### src/rtl/dcache_ctrl.sv
// Direct-mapped, write-through, no-write-allocate data cache controller for the
// MEM stage. Read misses refill a whole line over the req/ack word interface;
// every store goes to memory and updates the cached copy only on a hit.
module dcache_ctrl #(
  parameter int unsigned INDEX_BITS     = 4,
  parameter int unsigned WORDS_PER_LINE = 4
) (
  input  logic        clk,
  input  logic        rst_n,
  input  logic        MemRead,
  input  logic        MemWrite,
  input  logic [31:0] address,
  input  logic [31:0] writeData,
  output logic [31:0] readData,
  output logic        hit,
  output logic        stall,
  output logic        mem_req,
  output logic        mem_we,
  output logic [31:0] mem_addr,
  output logic [31:0] mem_wdata,
  input  logic        mem_ack,
  input  logic [31:0] mem_rdata
);

  localparam int unsigned OffBits = $clog2(WORDS_PER_LINE);
  localparam int unsigned Lines   = 1 << INDEX_BITS;
  localparam int unsigned IdxLsb  = OffBits + 2;
  localparam int unsigned TagLsb  = IdxLsb + INDEX_BITS;
  localparam int unsigned TagBits = 32 - TagLsb;
  localparam logic [OffBits-1:0] LastWord = OffBits'(WORDS_PER_LINE - 1);

  typedef enum logic [1:0] {StIdle, StRefill, StWrite, StDone} state_e;

  state_e              state_q, state_d;
  logic [OffBits-1:0]  cnt_q, cnt_d;
  logic [Lines-1:0]    valid_q;
  logic [TagBits-1:0]  tag_q  [Lines];
  logic [31:0]         data_q [Lines][WORDS_PER_LINE];
  logic [31:2]         wr_addr_q;
  logic [31:0]         wr_data_q;
  logic                wr_hit_q;

  // Address fields of the live request and of the latched store.
  logic [OffBits-1:0]    req_word, wr_word;
  logic [INDEX_BITS-1:0] req_idx, wr_idx;
  logic [TagBits-1:0]    req_tag;
  logic                  lookup_hit;
  logic                  unused_addr;

  assign req_word    = address[IdxLsb-1:2];
  assign req_idx     = address[TagLsb-1:IdxLsb];
  assign req_tag     = address[31:TagLsb];
  assign wr_word     = wr_addr_q[IdxLsb-1:2];
  assign wr_idx      = wr_addr_q[TagLsb-1:IdxLsb];
  assign lookup_hit  = valid_q[req_idx] && (tag_q[req_idx] == req_tag);
  assign unused_addr = ^address[1:0];

  logic latch_wr, clr_valid, fill_en, fill_last, upd_en;

  // Next-state, array-update strobes and all outputs.
  always_comb begin
    state_d   = state_q;
    cnt_d     = cnt_q;
    latch_wr  = 1'b0;
    clr_valid = 1'b0;
    fill_en   = 1'b0;
    fill_last = 1'b0;
    upd_en    = 1'b0;
    readData  = '0;
    hit       = 1'b0;
    stall     = 1'b0;
    mem_req   = 1'b0;
    mem_we    = 1'b0;
    mem_addr  = '0;
    mem_wdata = '0;
    unique case (state_q)
      StIdle: begin
        if (MemWrite) begin
          // Stores win over loads if both are raised.
          stall    = 1'b1;
          latch_wr = 1'b1;
          state_d  = StWrite;
        end else if (MemRead) begin
          if (lookup_hit) begin
            hit      = 1'b1;
            readData = data_q[req_idx][req_word];
          end else begin
            stall     = 1'b1;
            cnt_d     = '0;
            clr_valid = 1'b1;
            state_d   = StRefill;
          end
        end
      end
      StRefill: begin
        // The load is held during the stall, so the live address names the line.
        stall    = 1'b1;
        mem_req  = 1'b1;
        mem_addr = {address[31:IdxLsb], cnt_q, 2'b00};
        if (mem_ack) begin
          fill_en = 1'b1;
          cnt_d   = cnt_q + 1'b1;
          if (cnt_q == LastWord) begin
            fill_last = 1'b1;
            state_d   = StIdle;
          end
        end
      end
      StWrite: begin
        stall     = 1'b1;
        mem_req   = 1'b1;
        mem_we    = 1'b1;
        mem_addr  = {wr_addr_q, 2'b00};
        mem_wdata = wr_data_q;
        if (mem_ack) begin
          upd_en  = wr_hit_q;
          state_d = StDone;
        end
      end
      StDone: begin
        hit     = wr_hit_q;
        state_d = StIdle;
      end
      default: state_d = StIdle;
    endcase
  end

  // Control state, valid bits and the latched store.
  always_ff @(posedge clk or negedge rst_n) begin
    if (!rst_n) begin
      state_q   <= StIdle;
      cnt_q     <= '0;
      valid_q   <= '0;
      wr_addr_q <= '0;
      wr_data_q <= '0;
      wr_hit_q  <= 1'b0;
    end else begin
      state_q <= state_d;
      cnt_q   <= cnt_d;
      if (clr_valid) valid_q[req_idx] <= 1'b0;
      if (fill_last) valid_q[req_idx] <= 1'b1;
      if (latch_wr) begin
        wr_addr_q <= address[31:2];
        wr_data_q <= writeData;
        wr_hit_q  <= lookup_hit;
      end
    end
  end

  // Tag and data arrays; contents are meaningless until the valid bit is set.
  always_ff @(posedge clk) begin
    if (fill_en)   data_q[req_idx][cnt_q]   <= mem_rdata;
    if (fill_last) tag_q[req_idx]           <= req_tag;
    if (upd_en)    data_q[wr_idx][wr_word]  <= wr_data_q;
  end

endmodule
### config.mk
export PLATFORM = sky130hd
export DESIGN_NAME = dcache_ctrl
export DESIGN_NICKNAME = d
export VERILOG_FILES = /design/src/rtl/dcache_ctrl.sv
export SDC_FILE = /design/constraint.sdc
export NUM_CORES = 2
export LEC_CHECK = 0
export ABC_CLOCK_PERIOD_IN_PS = 7550
export CAP_MARGIN = 20
export CORE_MARGIN = 10
export CORE_UTILIZATION = 58
export CTS_BUF_LIST = sky130_fd_sc_hd__clkbuf_8
export DETAILED_ROUTE_END_ITERATION = 16
export PLACE_DENSITY = 0.78
export REMOVE_ABC_BUFFERS = 1
export SLEW_MARGIN = 20
export SYNTH_ARGS = -nofsm -noshare
export SYNTH_HDL_FRONTEND = slang
export SYNTH_SLANG_ARGS = --single-unit
### constraint.sdc
create_clock -name clk -period 7.55 [get_ports clk]
set_clock_uncertainty 0.1 [all_clocks]
set_input_delay 2.265 -clock clk [delete_from_list [all_inputs] [get_ports clk]]
set_output_delay 2.265 -clock clk [all_outputs]
set_load 0.02 [all_outputs]
== Word-level counts from Yosys, hierarchy flattened ==
Memories as Yosys holds them, arrays and structs flattened.
Index checks and enable logic that the tools add are counted.

* Flip-flop bits (word level): 83
* Input bits: 101
* Bits in writable memories: 2432
* Latch bits: 0
* Memories kept: 2
* ROM bits: 0
* Logic and storage cells: 106

* Shift-type cells: 0
* Bitwise gates (word level): 6
* Order comparisons: 7
* Add/subtract/negate cells: 1
* $mul: 0
* Reductions and logical operators: 10
* Equality and inequality tests: 13
* Muxes and demuxes: 61
* Divide/modulo/power cells: 0

{| class="wikitable"
|+ Memory list
! name !! depth !! bits a word !! read ports !! clocked after Yosys merged registers in !! write ports !! RTL line !! text
|-
| data_q || 16 || 128 || 1 || 0 || 1 || 38 || <nowiki>logic [31:0] data_q [Lines][WORDS_PER_LINE];</nowiki>
|-
| tag_q || 16 || 24 || 1 || 0 || 1 || 37 || <nowiki>logic [TagBits-1:0] tag_q [Lines];</nowiki>
|}

{| class="wikitable"
|+ Operators with widths
! cell !! number
|-
| $mux W128 || 4
|-
| $mux W32 || 9
|-
| $demux W32 S2 || 2
|-
| $reduce_or A128 Y1 || 1
|-
| $bmux W32 S2 || 1
|-
| $pmux W32 S2 || 1
|-
| $mux W16 || 2
|-
| $mux W1 || 25
|-
| $eq A24 B24 Y1 || 1
|-
| $mux W2 || 10
|-
| $and A16 B16 Y16 || 1
|-
| $not A16 Y16 || 1
|-
| $or A16 B16 Y16 || 1
|-
| $ne A2 B2 Y1 const B || 6
|-
| $reduce_and A5 Y1 || 2
|-
| $ge A3 B3 Y1 const B || 3
|-
| $not A2 Y3 || 3
|-
| $pmux W2 S4 || 1
|-
| $eq A2 B2 Y1 const B || 3
|-
| $lt A3 B1 Y1 const B || 2
|-
| $ne A3 B3 Y1 const B || 2
|-
| $lt A4 B5 Y1 const B || 1
|-
| $bmux W1 S4 || 1
|-
| $demux W1 S4 || 1
|-
| other kinds (10) || 14
|}

== Depth between registers and ports, before layout ==
* Depth after elaboration: 10
* Gate-level depth with buffers: 16
* Gate-level depth less buffers: 9

== Least setup slack after synthesis ==
Ideal clock, no wire load.

* Path kind: input-to-output
* Start point: input port address[4]
* End point: output port readData[18]
* Arrival time: 5.391 ns
* Required time: 5.185 ns
* Stages: 11
* Path buffers: 7
* Path slack: -0.206 ns
* Cells stage by stage: buf_6 buf_12 buf_12 buf_2 buf_2 buf_2 buf_2 mux4_2 mux4_2 mux4_2 nor2b_1

* Longest elaborated chain between the ends: 8
* Elaborated cells between the ends (all ways): 13
* Those cells by class: 1 x eq/ne; 9 x mux; 1 x reduce/logical; 2 x memory

{| class="wikitable"
|+ Ends and longest elaborated chain
! item !! RTL line !! text
|-
| start: declaration || 12 || <nowiki>input logic [31:0] address,</nowiki>
|-
| $mem_v2 Z16 W128 || - ||
|-
| $bmux W32 S2 || 86 || <nowiki>readData = data_q[req_idx][req_word];</nowiki>
|-
| $mux W32 (not written as such) (2 in a row) || 86 ||
|-
| $mux W32 * || 84 || <nowiki>if (lookup_hit) begin</nowiki>
|-
| $mux W32 * || 83 || <nowiki>end else if (MemRead) begin</nowiki>
|-
| $mux W32 * || 78 || <nowiki>if (MemWrite) begin</nowiki>
|-
| $mux W32 * || 76 || <nowiki>unique case (state_q)</nowiki>
|-
| end: declaration || 14 || <nowiki>output logic [31:0] readData,</nowiki>
|}

Every way passes the cells marked *; elsewhere a longest branch is shown, timed or not. The select of a mux whose other input is x is not followed.

== Worst setup path in the final report ==
* Start point: input port address[4]
* End point: output port stall

* Longest elaborated chain between the ends: 7
* Elaborated cells between the ends (all ways): 9
* Those cells by class: 1 x eq/ne; 6 x mux; 1 x reduce/logical; 1 x memory

{| class="wikitable"
|+ Ends and longest elaborated chain
! item !! RTL line !! text
|-
| $mem_v2 Z16 W24 / $bmux W1 S4 (equally long branches) || - ||
|-
| $eq A24 B24 Y1 / $mux W1 (equally long branches) || 55 || <nowiki>assign lookup_hit = valid_q[req_idx] && (tag_q[req_idx] == req_tag);</nowiki>
|-
| $logic_and A1 B1 Y1 * || 55 ||
|-
| $mux W1 * || 84 ||
|-
| $mux W1 * || 83 ||
|-
| $mux W1 * || 78 ||
|-
| $pmux W1 S2 * || 76 ||
|-
| end: declaration || 16 || <nowiki>output logic stall,</nowiki>
|}

Marked as above.

==> flow_summary.toml <==
[timing]
final_max_slew_viol_count = 0
rsz0062_at_grt = "yes"
max_freq_mhz = 126
maxSlewHeadroom_pct = 28.8
fin_crit_ns = 7.95
period_share_pct = 105
worst_pin_slew_ns = 1.06
setup_ws_ns = -0.400
holdWs_ns = 0.388
setup_viol = 34
hold_violations = 0

[global_routing]
grt_start_max_net_pins = 90
grt_pass1_vias = 51490
grt_overflow_total = 0
track_usage_pct = 27.1
antenna_found_initial = 14
grt_pass1_wl_um = 362000

[critical_path]
critPathCaptureType = "output port"
worstSetupStartpointType = "primary input"
cp.required_ns = 5.18
worstSetupPathType = "in2out"
r2r_slack_ns = 1.96
worstPathArrival_ns = 5.59
r2r_cells = 7
crit_fanout = 8

[worst_hold_path]
min_path_cells = 2
min_path_type = "reg2reg"

[outcome]
violations = "setup timing"
status = "complete, but fails checks"

[synthesis]
avgSynthCellArea_sq_um = 22.9
synthArstFlopShare_pct = 3.30
yosys.area_share.adder_pct = 0.115
synth_cells = 4288
synth.distinct_cells = 57
synth_top_family_by_area = "multiplexers"
synthSimpleGateAreaFrac_pct = 2.08
syn-cell-area_sq_um = 98000
synth-main-ff-cell = "edfxtp_1"
synth_xor_area_share_pct = 0.223
muxShareOfSynthArea_pct = 18.6
ys_seq_area_share_pct = 76.6
synth_compound_gate_area_share_pct = 1.17
ys_warn_count = 0
synth_edf_count = 2432
synth_seq_cells = 2515

[floorplanning]
die_y_um = 431
ios = 201
coreArea_sq_um = 168000
fp.dieW_um = 431
initial_core_util_pct = 58.5
dieArea_sq_um = 186000
rows = 150

[clock_tree]
clk_transition_reported_paths_ns = 0.06
cts.sinks = 2515
cts_tree = "built"
ctsHtreeMaxLevel = 5
ctsHoldBuffers = 0
cts_buffer_depth = 4
cts_buffers = 389
cts-root-buf = "clkbuf_8"
clock_latency_ns = 1.10

[routing]
first_iter_violations = 6905
first_pass_iters = 6
avgRoutedWirePerCell_um = 33.6
wirelength_um = 251000
ant_nets = 0
drc = 0
vias = 49671
vias_per_cell = 6.65

[power]
p_leak_nw = 36.6
power_w = 0.0289
vdd_ir_drop_max_uv = 223
pwr_density_cell_nw_per_um2 = 255

[placed_design]
place.gp.congestion = 0.871
placement.cell_area_sq_um = 106000
port_buffers = 196
place_hpwl_um = 144000

[job]
max_cap_violations = 0

[layout]
drive_gt1_share_pct = 34.3
fin_area_sq_um = 113000
nFillCells = 9690
final_cell_mix = "2432 x edfxtp_1, 745 x mux4_2, 409 x clkbuf_8"
area_delta_synth_final_pct = 15.5
final_util_pct = 67.5
final_common_cell = "edfxtp_1"
nets = 5083
-- what timing repair did --
item / CTS / global route
setup buffers: 9 / 4
gates cloned: 4 / 0
pin swaps: 2 / 4
endpoints found under the setup margin: 34 / 34
resized for setup: 191 / 23
-- synth_stat cells, drive strengths merged (7+ instances only) --
master,number,area share (%)
a21oi,22,0.11
a22oi,45,0.34
a31oi,7,0.045
a41oi,9,0.080
and2,37,0.24
and3,10,0.064
buf,92,0.53
clkbuf,146,0.56
dfrtp,83,2.1
edfxtp,2432,75
ha,9,0.11
inv,19,0.073
mux2,76,0.87
mux2i,60,0.61
mux4,745,17
nand2,158,0.61
nand3,16,0.082
nor2,116,0.44
nor2b,71,0.45
nor3,10,0.051
o21ai,23,0.12
o22ai,12,0.077
xnor2,15,0.13
xor2,10,0.089
-- through the flow --
stage | instances | TNS (ns) | setup WS, ns
floorplan | 4051 | -0.257 | -0.0531
global placement | 6769 | -30.09 | -1.04
detailed placement | 6769 | -30.57 | -1.06
CTS | 7455 | -9.57 | -0.419
global route | 7461 | -15.51 | -0.496
finish | 7467 | -12.27 | -0.400
-- cells by family (layout without fill, tap and decap cells) --
kind of cell               after synthesis  after routing
AOI/OAI and AO/OA                      162            162
xor gates and xnor gates                25             25
adders and majority gates                9              9
buffers and inverters                  257           1223
DFF                                   2515           2515
muxes                                  881            881
other                                    1             10
and+or+nand+nor                        438            438
-- layer usage --
layer  global-route usage (%)  vias up  part of all wire [%]
li1                         -    19572                     -
met1                     34.8    25917                    34
met2                     44.1     3507                    50
met3                     7.34      665                    12
met4                     11.2       10                   4.4
met5                        0        -                 0.030
-- power breakdown --
part / total (W) / switching (W) / internal, W / leakage [nW]
logic: 0.00286 / 0.00162 / 0.00125 / 9.73
clock network: 0.0103 / 0.00513 / 0.00518 / 4.00
registers: 0.0157 / 0.000171 / 0.0156 / 22.9
-- registers in the layout, summed over array words and instances (netlist names) --
| name | flops |
|---|---|
| valid_q | 16 |
| wr_addr_q | 30 |
| tag_q | 384 |
| wr_hit_q | 1 |
| cnt_q | 2 |
| wr_data_q | 32 |
| data_q | 2048 |
| state_q | 2 |
-- final cells by class --
cell class              instances  area [sq um]  area share (%)
well taps                    2204          2760            2.44
clock inverters               264          1240            1.10
flip-flops and latches       2515         75100            66.4
clock buffers                 409          5630            4.97
diodes                          8          20.0          0.0177
inverters                      19          71.3          0.0630
multi-input cells            1517         22700            20.1
repair buffers                531          5620            4.96
-- worst paths after layout --
path,from,end
max,address[4],stall
min,wr_addr_q[19]$_DFFE_PN0P_,wr_addr_q[19]$_DFFE_PN0P_
max reg2reg,state_q[0]$_DFFE_PN0P_,data_q[3][1]$_DFFE_PP_
min reg2reg,wr_addr_q[19]$_DFFE_PN0P_,wr_addr_q[19]$_DFFE_PN0P_
max in group asynchronous,rst_n,wr_data_q[29]$_DFFE_PN0P_
min in group asynchronous,rst_n,wr_addr_q[16]$_DFFE_PN0P_
-- critical path: stages --
cell      delay [ns]
buf_16          0.14
buf_8           0.16
buf_12          0.13
buf_12          0.13
mux4_2          0.52
a222oi_1        0.40
o211ai_1        0.23
o211ai_1        0.18
o211ai_1        0.17
buf_4           0.17
or3_4           0.33
and2_4          0.17
o31a_1          0.33
buf_6           0.17
(Power assumes the default switching activity.)
